**config.mk**
```make
export PLATFORM = sky130hd
export DESIGN_NAME = stc_sched_flat
export DESIGN_NICKNAME = d
export VERILOG_FILES = /design/src/rtl/stc_sched_if.sv /design/src/rtl/stc_sched.sv /design/src/flat_wrapper.sv
export SDC_FILE = /design/constraint.sdc
export NUM_CORES = 2
export LEC_CHECK = 0
export CAP_MARGIN = 20
export CELL_PAD_IN_SITES_DETAIL_PLACEMENT = 1
export CELL_PAD_IN_SITES_GLOBAL_PLACEMENT = 2
export CORE_MARGIN = 2
export CORE_UTILIZATION = 41
export DETAILED_ROUTE_END_ITERATION = 16
export PLACE_DENSITY_LB_ADDON = 0.2
export REMOVE_ABC_BUFFERS = 1
export SLEW_MARGIN = 15
export SYNTH_ARGS = -nofsm -noshare
export SYNTH_HDL_FRONTEND = slang
export SYNTH_SLANG_ARGS = --single-unit
```
**constraint.sdc**
```tcl
create_clock -name clk -period 49.5 [get_ports clk]
set_clock_uncertainty 0.05 [all_clocks]
set_input_delay 7.425 -clock clk [delete_from_list [all_inputs] [get_ports clk]]
set_output_delay 7.425 -clock clk [all_outputs]
set_load 0.005 [all_outputs]
```
**src/rtl/stc_sched_if.sv**
```systemverilog
// Operand handshake and stc_core control bundle driven by the job sequencer.
interface stc_sched_if #(
  parameter int N_UNIT   = 32,
  parameter int N_ADDERS = N_UNIT - 1,
  parameter int N_LEVELS = 2 * $clog2(N_UNIT) - 1,
  parameter int TILE_K   = 8
);
  logic                         op_valid;
  logic                         op_ready;
  logic                         core_enable;
  logic [1:0]                   core_in_valid;
  logic [N_LEVELS*N_UNIT-1:0]   core_route_signals;
  logic [N_ADDERS-1:0]          core_add_en;
  logic [N_ADDERS-1:0]          core_bypass_en;
  logic [6*N_ADDERS-1:0]        core_sel;
  logic [2*N_UNIT-1:0]          core_edge_tag;
  logic                         res_valid;
  logic [$clog2(TILE_K)-1:0]    res_idx;

  // Sequencer side: consumes operand valid, drives everything else.
  modport master (
    input  op_valid,
    output op_ready, core_enable, core_in_valid,
    output core_route_signals, core_add_en, core_bypass_en, core_sel, core_edge_tag,
    output res_valid, res_idx
  );

  // Operand source / core / observer side.
  modport slave (
    output op_valid,
    input  op_ready, core_enable, core_in_valid,
    input  core_route_signals, core_add_en, core_bypass_en, core_sel, core_edge_tag,
    input  res_valid, res_idx
  );
endinterface

```
**src/rtl/stc_sched.sv**
```systemverilog
// Job sequencer for stc_core: config bank, job latch, A/B operand gating,
// fixed-latency result tagging and completion pulse.
module stc_sched #(
  parameter int N_UNIT   = 32,
  parameter int N_ADDERS = N_UNIT - 1,
  parameter int N_LEVELS = 2 * $clog2(N_UNIT) - 1,
  parameter int TILE_K   = 8,
  parameter int N_CFG    = 4,
  parameter int PIPE_LAT = 3
) (
  input  logic                       clk,
  input  logic                       reset,
  input  logic                       cfg_we_i,
  input  logic [$clog2(N_CFG)-1:0]   cfg_addr_i,
  input  logic [N_LEVELS*N_UNIT-1:0] cfg_route_i,
  input  logic [N_ADDERS-1:0]        cfg_add_en_i,
  input  logic [N_ADDERS-1:0]        cfg_bypass_en_i,
  input  logic [6*N_ADDERS-1:0]      cfg_sel_i,
  input  logic [2*N_UNIT-1:0]        cfg_edge_tag_i,
  input  logic                       start_i,
  input  logic [$clog2(N_CFG)-1:0]   start_slot_i,
  input  logic [$clog2(TILE_K):0]    n_steps_i,
  output logic                       busy_o,
  output logic                       done_o,
  stc_sched_if.master                bus
);
  localparam int SW = $clog2(TILE_K) + 1;
  localparam int IW = $clog2(TILE_K);

  typedef struct packed {
    logic [N_LEVELS*N_UNIT-1:0] route;
    logic [N_ADDERS-1:0]        add_en;
    logic [N_ADDERS-1:0]        bypass_en;
    logic [6*N_ADDERS-1:0]      sel;
    logic [2*N_UNIT-1:0]        edge_tag;
  } cfg_t;

  typedef enum logic [2:0] {S_IDLE, S_LOAD_A, S_STREAM_B, S_DRAIN, S_DONE} state_t;

  cfg_t   bank_q [N_CFG];
  cfg_t   cfg_q;
  cfg_t   cfg_wr;
  state_t state_q, state_d;
  logic   busy_q, done_q, en_q;
  logic [SW-1:0] nsteps_q, cnt_q;
  logic [PIPE_LAT-1:0]         vld_q;
  logic [PIPE_LAT-1:0][IW-1:0] idx_q;
  logic   hs, push_b, pending;

  assign cfg_wr = '{route: cfg_route_i, add_en: cfg_add_en_i, bypass_en: cfg_bypass_en_i,
                    sel: cfg_sel_i, edge_tag: cfg_edge_tag_i};

  // Operand gating is combinational so a beat is taken in the cycle it is offered.
  always_comb begin
    bus.op_ready      = (state_q == S_LOAD_A) || (state_q == S_STREAM_B);
    bus.core_in_valid = 2'b00;
    if (bus.op_valid && state_q == S_LOAD_A)   bus.core_in_valid = 2'b10;
    if (bus.op_valid && state_q == S_STREAM_B) bus.core_in_valid = 2'b01;
  end

  assign hs     = bus.op_ready & bus.op_valid;
  assign push_b = hs & (state_q == S_STREAM_B);

  // A result is still pending if it sits in any stage before the output stage.
  always_comb begin
    pending = 1'b0;
    for (int i = 0; i < PIPE_LAT - 1; i++) pending |= vld_q[i];
  end

  // Next-state selection.
  always_comb begin
    state_d = state_q;
    unique case (state_q)
      S_IDLE:     if (start_i) state_d = S_LOAD_A;
      S_LOAD_A:   if (hs) state_d = (nsteps_q == '0) ? S_DRAIN : S_STREAM_B;
      S_STREAM_B: if (hs && (cnt_q + SW'(1) == nsteps_q)) state_d = S_DRAIN;
      S_DRAIN:    if (!pending) state_d = S_DONE;
      S_DONE:     state_d = S_IDLE;
      default:    state_d = S_IDLE;
    endcase
  end

  // FSM state, registered status outputs, job latch and beat counter.
  always_ff @(posedge clk) begin
    if (reset) begin
      state_q  <= S_IDLE;
      busy_q   <= 1'b0;
      done_q   <= 1'b0;
      en_q     <= 1'b0;
      cfg_q    <= '0;
      nsteps_q <= '0;
      cnt_q    <= '0;
    end else begin
      state_q <= state_d;
      busy_q  <= (state_d != S_IDLE);
      done_q  <= (state_d == S_DONE);
      en_q    <= (state_d == S_LOAD_A) || (state_d == S_STREAM_B) || (state_d == S_DRAIN);
      if (state_q == S_IDLE && start_i) begin
        // Bank read sees pre-write contents if a write hits this slot now.
        cfg_q    <= bank_q[start_slot_i];
        nsteps_q <= (n_steps_i > SW'(TILE_K)) ? SW'(TILE_K) : n_steps_i;
        cnt_q    <= '0;
      end
      if (push_b) cnt_q <= cnt_q + SW'(1);
    end
  end

  // Configuration bank writes; independent of the latched job copy.
  always_ff @(posedge clk) begin
    if (reset) begin
      for (int i = 0; i < N_CFG; i++) bank_q[i] <= '0;
    end else if (cfg_we_i) begin
      bank_q[cfg_addr_i] <= cfg_wr;
    end
  end

  // Result tag pipeline mirroring the core latency; non-B cycles insert zeros.
  always_ff @(posedge clk) begin
    if (reset) begin
      vld_q <= '0;
      idx_q <= '0;
    end else begin
      vld_q[0] <= push_b;
      idx_q[0] <= push_b ? cnt_q[IW-1:0] : '0;
      for (int i = 1; i < PIPE_LAT; i++) begin
        vld_q[i] <= vld_q[i-1];
        idx_q[i] <= idx_q[i-1];
      end
    end
  end

  assign busy_o                 = busy_q;
  assign done_o                 = done_q;
  assign bus.core_enable        = en_q;
  assign bus.core_route_signals = cfg_q.route;
  assign bus.core_add_en        = cfg_q.add_en;
  assign bus.core_bypass_en     = cfg_q.bypass_en;
  assign bus.core_sel           = cfg_q.sel;
  assign bus.core_edge_tag      = cfg_q.edge_tag;
  assign bus.res_valid          = vld_q[PIPE_LAT-1];
  assign bus.res_idx            = idx_q[PIPE_LAT-1];
endmodule
```
**src/flat_wrapper.sv**
```systemverilog
// flat-port wrapper written by rule: the top's interface ports become plain ports
module stc_sched_flat 
#(
  parameter int N_UNIT   = 32,
  parameter int N_ADDERS = N_UNIT - 1,
  parameter int N_LEVELS = 2 * $clog2(N_UNIT) - 1,
  parameter int TILE_K   = 8,
  parameter int N_CFG    = 4,
  parameter int PIPE_LAT = 3
)
  (clk, reset, cfg_we_i, cfg_addr_i, cfg_route_i, cfg_add_en_i, cfg_bypass_en_i, cfg_sel_i, cfg_edge_tag_i, start_i, start_slot_i, n_steps_i, busy_o, done_o, bus_op_valid, bus_op_ready, bus_core_enable, bus_core_in_valid, bus_core_route_signals, bus_core_add_en, bus_core_bypass_en, bus_core_sel, bus_core_edge_tag, bus_res_valid, bus_res_idx);
  stc_sched_if #(.N_UNIT(N_UNIT), .N_ADDERS(N_ADDERS), .N_LEVELS(N_LEVELS), .TILE_K(TILE_K)) bus_i ();
  input  logic clk;
  input  logic reset;
  input  logic cfg_we_i;
  input  logic [$clog2(N_CFG)-1:0] cfg_addr_i;
  input  logic [N_LEVELS*N_UNIT-1:0] cfg_route_i;
  input  logic [N_ADDERS-1:0] cfg_add_en_i;
  input  logic [N_ADDERS-1:0] cfg_bypass_en_i;
  input  logic [6*N_ADDERS-1:0] cfg_sel_i;
  input  logic [2*N_UNIT-1:0] cfg_edge_tag_i;
  input  logic start_i;
  input  logic [$clog2(N_CFG)-1:0] start_slot_i;
  input  logic [$clog2(TILE_K):0] n_steps_i;
  output logic busy_o;
  output logic done_o;
  input wire logic [$bits(bus_i.op_valid)-1:0] bus_op_valid;
  output wire logic [$bits(bus_i.op_ready)-1:0] bus_op_ready;
  output wire logic [$bits(bus_i.core_enable)-1:0] bus_core_enable;
  output wire logic [$bits(bus_i.core_in_valid)-1:0] bus_core_in_valid;
  output wire logic [$bits(bus_i.core_route_signals)-1:0] bus_core_route_signals;
  output wire logic [$bits(bus_i.core_add_en)-1:0] bus_core_add_en;
  output wire logic [$bits(bus_i.core_bypass_en)-1:0] bus_core_bypass_en;
  output wire logic [$bits(bus_i.core_sel)-1:0] bus_core_sel;
  output wire logic [$bits(bus_i.core_edge_tag)-1:0] bus_core_edge_tag;
  output wire logic [$bits(bus_i.res_valid)-1:0] bus_res_valid;
  output wire logic [$bits(bus_i.res_idx)-1:0] bus_res_idx;
  assign bus_i.op_valid = bus_op_valid;
  assign bus_op_ready = bus_i.op_ready;
  assign bus_core_enable = bus_i.core_enable;
  assign bus_core_in_valid = bus_i.core_in_valid;
  assign bus_core_route_signals = bus_i.core_route_signals;
  assign bus_core_add_en = bus_i.core_add_en;
  assign bus_core_bypass_en = bus_i.core_bypass_en;
  assign bus_core_sel = bus_i.core_sel;
  assign bus_core_edge_tag = bus_i.core_edge_tag;
  assign bus_res_valid = bus_i.res_valid;
  assign bus_res_idx = bus_i.res_idx;
  stc_sched #(.N_UNIT(N_UNIT), .N_ADDERS(N_ADDERS), .N_LEVELS(N_LEVELS), .TILE_K(TILE_K), .N_CFG(N_CFG), .PIPE_LAT(PIPE_LAT)) u_core (.clk(clk), .reset(reset), .cfg_we_i(cfg_we_i), .cfg_addr_i(cfg_addr_i), .cfg_route_i(cfg_route_i), .cfg_add_en_i(cfg_add_en_i), .cfg_bypass_en_i(cfg_bypass_en_i), .cfg_sel_i(cfg_sel_i), .cfg_edge_tag_i(cfg_edge_tag_i), .start_i(start_i), .start_slot_i(start_slot_i), .n_steps_i(n_steps_i), .busy_o(busy_o), .done_o(done_o), .bus(bus_i));
endmodule
```
Yosys cells after proc, flatten, opt, wreduce, memory -nomap -nowiden
Memory sizes are Yosys's and may differ from the RTL's. A register that Yosys moved wholly into a read port is not among the register bits.
Cells that the tools add are included.
Word-level totals
  input bits: 613
  memory bits (writable): 2400
  memories: 1
  output and inout port bits: 610
  logic and storage cells: 57
  register bits after elaboration: 26
Cells by class
  eq/ne operators: 8
  mux-type cells: 19
  add/sub/neg operators: 1
  $lt $le $gt $ge: 1
  reduce and logical (&&, ||, !) cells: 13
  bitwise logic cells: 4
Memory list
  u_core.bank_q: depth 4, bits a word 600, rd ports 1, clocked after Yosys merged registers in 1, write ports 4, line stc_sched.sv:40  | cfg_t bank_q [N_CFG];
Operators by type and width (number)
  600-bit two-way mux: 1
  600-bit OR reduction: 1
  3-bit by 2-bit == test with 1-bit output, second input constant: 4
  3-bit two-way mux: 4
  4-bit two-way mux: 3
  3-bit one-hot mux with 4 select lines: 1
  1-bit two-way mux: 7
  3-bit by 1-bit == test with 1-bit output, second input constant: 2
  2-bit two-way mux: 3
  4-bit by 1-bit adder with 4-bit output, second input constant: 1
  4-bit == test: 1
  4-bit greater-than comparator, second input constant: 1
  1-bit logical AND: 4
  4-bit zero test: 1
  3-bit == test, second input constant: 1
  3-bit zero test: 1
  1-bit logical OR: 3
  3-bit nonzero test: 1
  1-bit AND: 2
  2-bit nonzero test: 1
  2-bit OR reduction: 1
  1-bit inverter: 1
  1-bit bitwise OR: 1

Longest topological paths before layout
  depth after elaboration: 9
  gate-level depth with buffers: 8
  gate-level depth less buffers: 5

Worst setup path after synthesis
No wires, ideal clock.
  path type: in2reg
  from: input cfg_addr_i[1]
  to: memory u_core.bank_q[2][0] (netlist name) (enable)
  path buffers: 0
  arrival: 34844 ps
  setup time: 1696 ps
  path slack: 12910 ps
  stages on the path: 2
  data required time: 47754 ps
  cell sequence: nand2_1 o21bai_1
RTL lines
  start: declaration: line flat_wrapper.sv:16  | input logic [$clog2(N_CFG)-1:0] cfg_addr_i;
  end: declaration: line stc_sched.sv:40

Worst setup path in the final report
  from: input bus_op_valid
  to: output bus_core_in_valid[0]
On the way
  longest elaborated chain between the ends: 2
RTL lines
  start: declaration: line flat_wrapper.sv:27  | input wire logic [$bits(bus_i.op_valid)-1:0] bus_op_valid;
  1-bit logical AND: line stc_sched.sv:58  | if (bus.op_valid && state_q == S_STREAM_B) bus.core_in_valid = 2'b01;
  2-bit two-way mux: line stc_sched.sv:58
  end: declaration: line flat_wrapper.sv:30  | output wire logic [$bits(bus_i.core_in_valid)-1:0] bus_core_in_valid;
Every way passes these cells.

==> out/metrics.cfg <==
[outcome]
outcome = finished clean

[floorplanning]
die_h_um = 554
row_count = 201
die-area_um2 = 307000
core_area_um2 = 300000
start_util = 0.412
pin_count = 1223
die_x_um = 554

[worst_setup_path]
path_depth = 4
cpLargestDelayFamily = buffers and inverters
worst_setup_path_start_kind = primary input
crit_arrival_ns = 8.99
path_class = primary input to output port
path_cells = clkdlybuf4s50_1 -> nand4bb_1 -> inv_1 -> clkdlybuf4s50_1
crit_top_cell = clkdlybuf4s50_1
cp-end-kind = output port
max_stage_delay_ns = 0.54
required_ns = 42.02
cp_max_fo = 6
ff2ff_path_depth = 8
slowest_stage = clkdlybuf4s50_1
cp_num_buf_inv = 3

[detailed_routing]
vias = 73900
finalWirelength_mm = 382
viasPerCell = 5.31
drt_iter0_drc = 5349
dr.pass1.iters = 7
drc = 0
antenna_left = 0
wl_per_cell_um = 27.4

[sta]
finalMaxSlewViolations = 0
relSlewSlack = 0.253
final-hold-violation-count = 0
setup_tns_ns = 0
rsz0062_at_grt = false
whs_ns = 0.389
fin_ws_ns = 33.04
setup_violations = 0
worst_pin_slew_ns = 1.12
fmax_mhz = 60.7
period_needed_ns = 16.47
finalCritPeriodShare = 0.333

[final_layout]
area_growth_pct = 21.8
stdcell_count = 13900
final_nets = 10200
stdcell_area_um2 = 151000
drive_above_1_share = 0.123
fillers = 29300
final_core_util = 0.502

[synthesis]
yosys.area.top_type = edfxtp_1
synth_edf_count = 2400
synth_ff_type = edfxtp_1
ys_ff_latch = 3026
syn_area_um2 = 124000
ys_seq_area_frac = 0.683
synth_top_area_frac = 0.582
netlist_instances = 8517
synth_common_cells = and2_1 (2404), edfxtp_1 (2400), nand2_1 (1207)
ys_async_sr_fraction = 0
synth_cell_types = 38
synthTopCellsByArea = edfxtp_1 (58%), and2_1 (12%), mux4_2 (11%)
synth_area_per_cell_um2 = 14.5
yosysMostFrequentCell = and2_1
yosysWarnings = 0

[cts]
clk_latency_ns = 0.94
cts_tree = yes
path_clk_slew_ns = 0.06
cts_setup_buffers = 0
cts_htree_levels = 5
clock_sinks = 3026
cts_made_buffers = 334
cts_hold_buf = 0
cts_resized = 0
clock-root-buffer = clkbuf_16
ctsLongestPathBuffers = 4

[global_route]
antenna_found_initial = 195
gr-total-overflow = 0
grt_pass1_vias = 78000
grt_usage = 0.244
grt_pass1_wl_mm = 549
grt_max_degree = 165

[placed_design]
io_buffers = 1222
place_area_um2 = 140000
place_ws_ns = 33.07
dp_hpwl_mm = 222
place_congestion = 0.785
dp.cells = 13200

[power]
power_mw = 6.11
p_per_area_nw_per_um2 = 40.5
ir_drop_uv = 29.3
cellLeakagePower_nw = 52.5

[hold_path]
hold_class = register to register
min_path_cells = 1

[run]
cap_violations = 0

[layout make-up]
cell class / count / area [um2] / area share
Sequential cell: 3026 / 84600 / 0.561
Multi-Input combinational cell: 4881 / 36600 / 0.243
Timing Repair Buffer: 1344 / 13400 / 0.0890
Clock buffer: 467 / 9250 / 0.0613
Tap cell: 3958 / 4950 / 0.0328
Clock inverter: 159 / 1780 / 0.0118
Antenna cell: 76 / 190 / 0.00126
Inverter: 1 / 3.75 / 0.0000249
[cell usage in the layout, fill, tap and decap left out, types with 9 or more instances in the layout]
cell type        count
and2_1            2404
edfxtp_1          2400
clkdlybuf4s50_1   1219
nand2_1           1207
dfxtp_1            626
a21oi_1            608
mux4_2             600
clkbuf_16          338
buf_4              101
clkbuf_1            98
diode_2             76
clkinv_2            53
clkinv_1            50
clkbuf_8            31
bufinv_16           23
buf_12              21
nor2_1              11
inv_16              11
nor2b_1             10
clkinv_16            9
[path summary, 6_finish.rpt]
path,from,to,slack [ns]
min reg2reg,u_core.idx_q[2]$_SDFF_PP0_,u_core.idx_q[5]$_SDFF_PP0_,0.39
max reg2reg,u_core.state_q[0]$_SDFF_PP0_,u_core.bus.core_route_signals[30]$_SDFFE_PP0P_,44.42
min,u_core.idx_q[2]$_SDFF_PP0_,u_core.idx_q[5]$_SDFF_PP0_,0.39
max,bus_op_valid,bus_core_in_valid[0],33.04
[cells by family (layout without fill, tap and decap cells)]
| logic type | Yosys count | count (layout) | share of synthesized area |
|---|---|---|---|
| AOI/OAI and AO/OA | 619 | 619 | 0.0252 |
| xor gates and xnor gates | 7 | 7 | 0.000495 |
| adders and majority gates | 1 | 1 | 0.000101 |
| buffers and inverters | 610 | 1971 | 0.0217 |
| DFF | 3026 | 3026 | 0.683 |
| muxes | 600 | 600 | 0.109 |
| other | 0 | 76 | 0 |
| and+or+nand+nor | 3654 | 3654 | 0.160 |
[metal layers]
metal  global-route usage  part of all wire  vias up
li1                     -                 -    32600
met2                0.397              0.48     2192
met1                0.304              0.40    38300
met4               0.0904             0.036      144
met5                    0            0.0024        -
met3               0.0771             0.083      664
[report_power, final]
group	switching [mW]	internal (mW)	total, mW	leakage, nW
Clock	1.07	1.44	2.51	5.38
Sequential	0.0745	2.95	3.02	28.6
Combinational	0.311	0.265	0.576	18.6
Total	1.45	4.65	6.11	52.5
[worst reg2reg max path: cells and delay by family (launching register included)]
family | cells | cell delay (ns)
and+or+nand+nor | 2 | 0.64
buffers and inverters | 5 | 3.69
DFF | 1 | 0.42
AOI/OAI and AO/OA | 1 | 0.17
[sequential cells by signal, indices dropped and copies added (netlist names)]
register and cells:
u_core.bank_q 2400, u_core.bus.core_add_en 31, u_core.bus.core_bypass_en 31, u_core.bus.core_edge_tag 64
u_core.bus.core_enable 1, u_core.bus.core_route_signals 288, u_core.bus.core_sel 186, u_core.bus.res_idx 3
u_core.busy_o 1, u_core.cnt_q 4, u_core.done_o 1, u_core.idx_q 6
u_core.nsteps_q 4, u_core.state_q 3, u_core.vld_q 3
(Power assumes the default switching activity.)
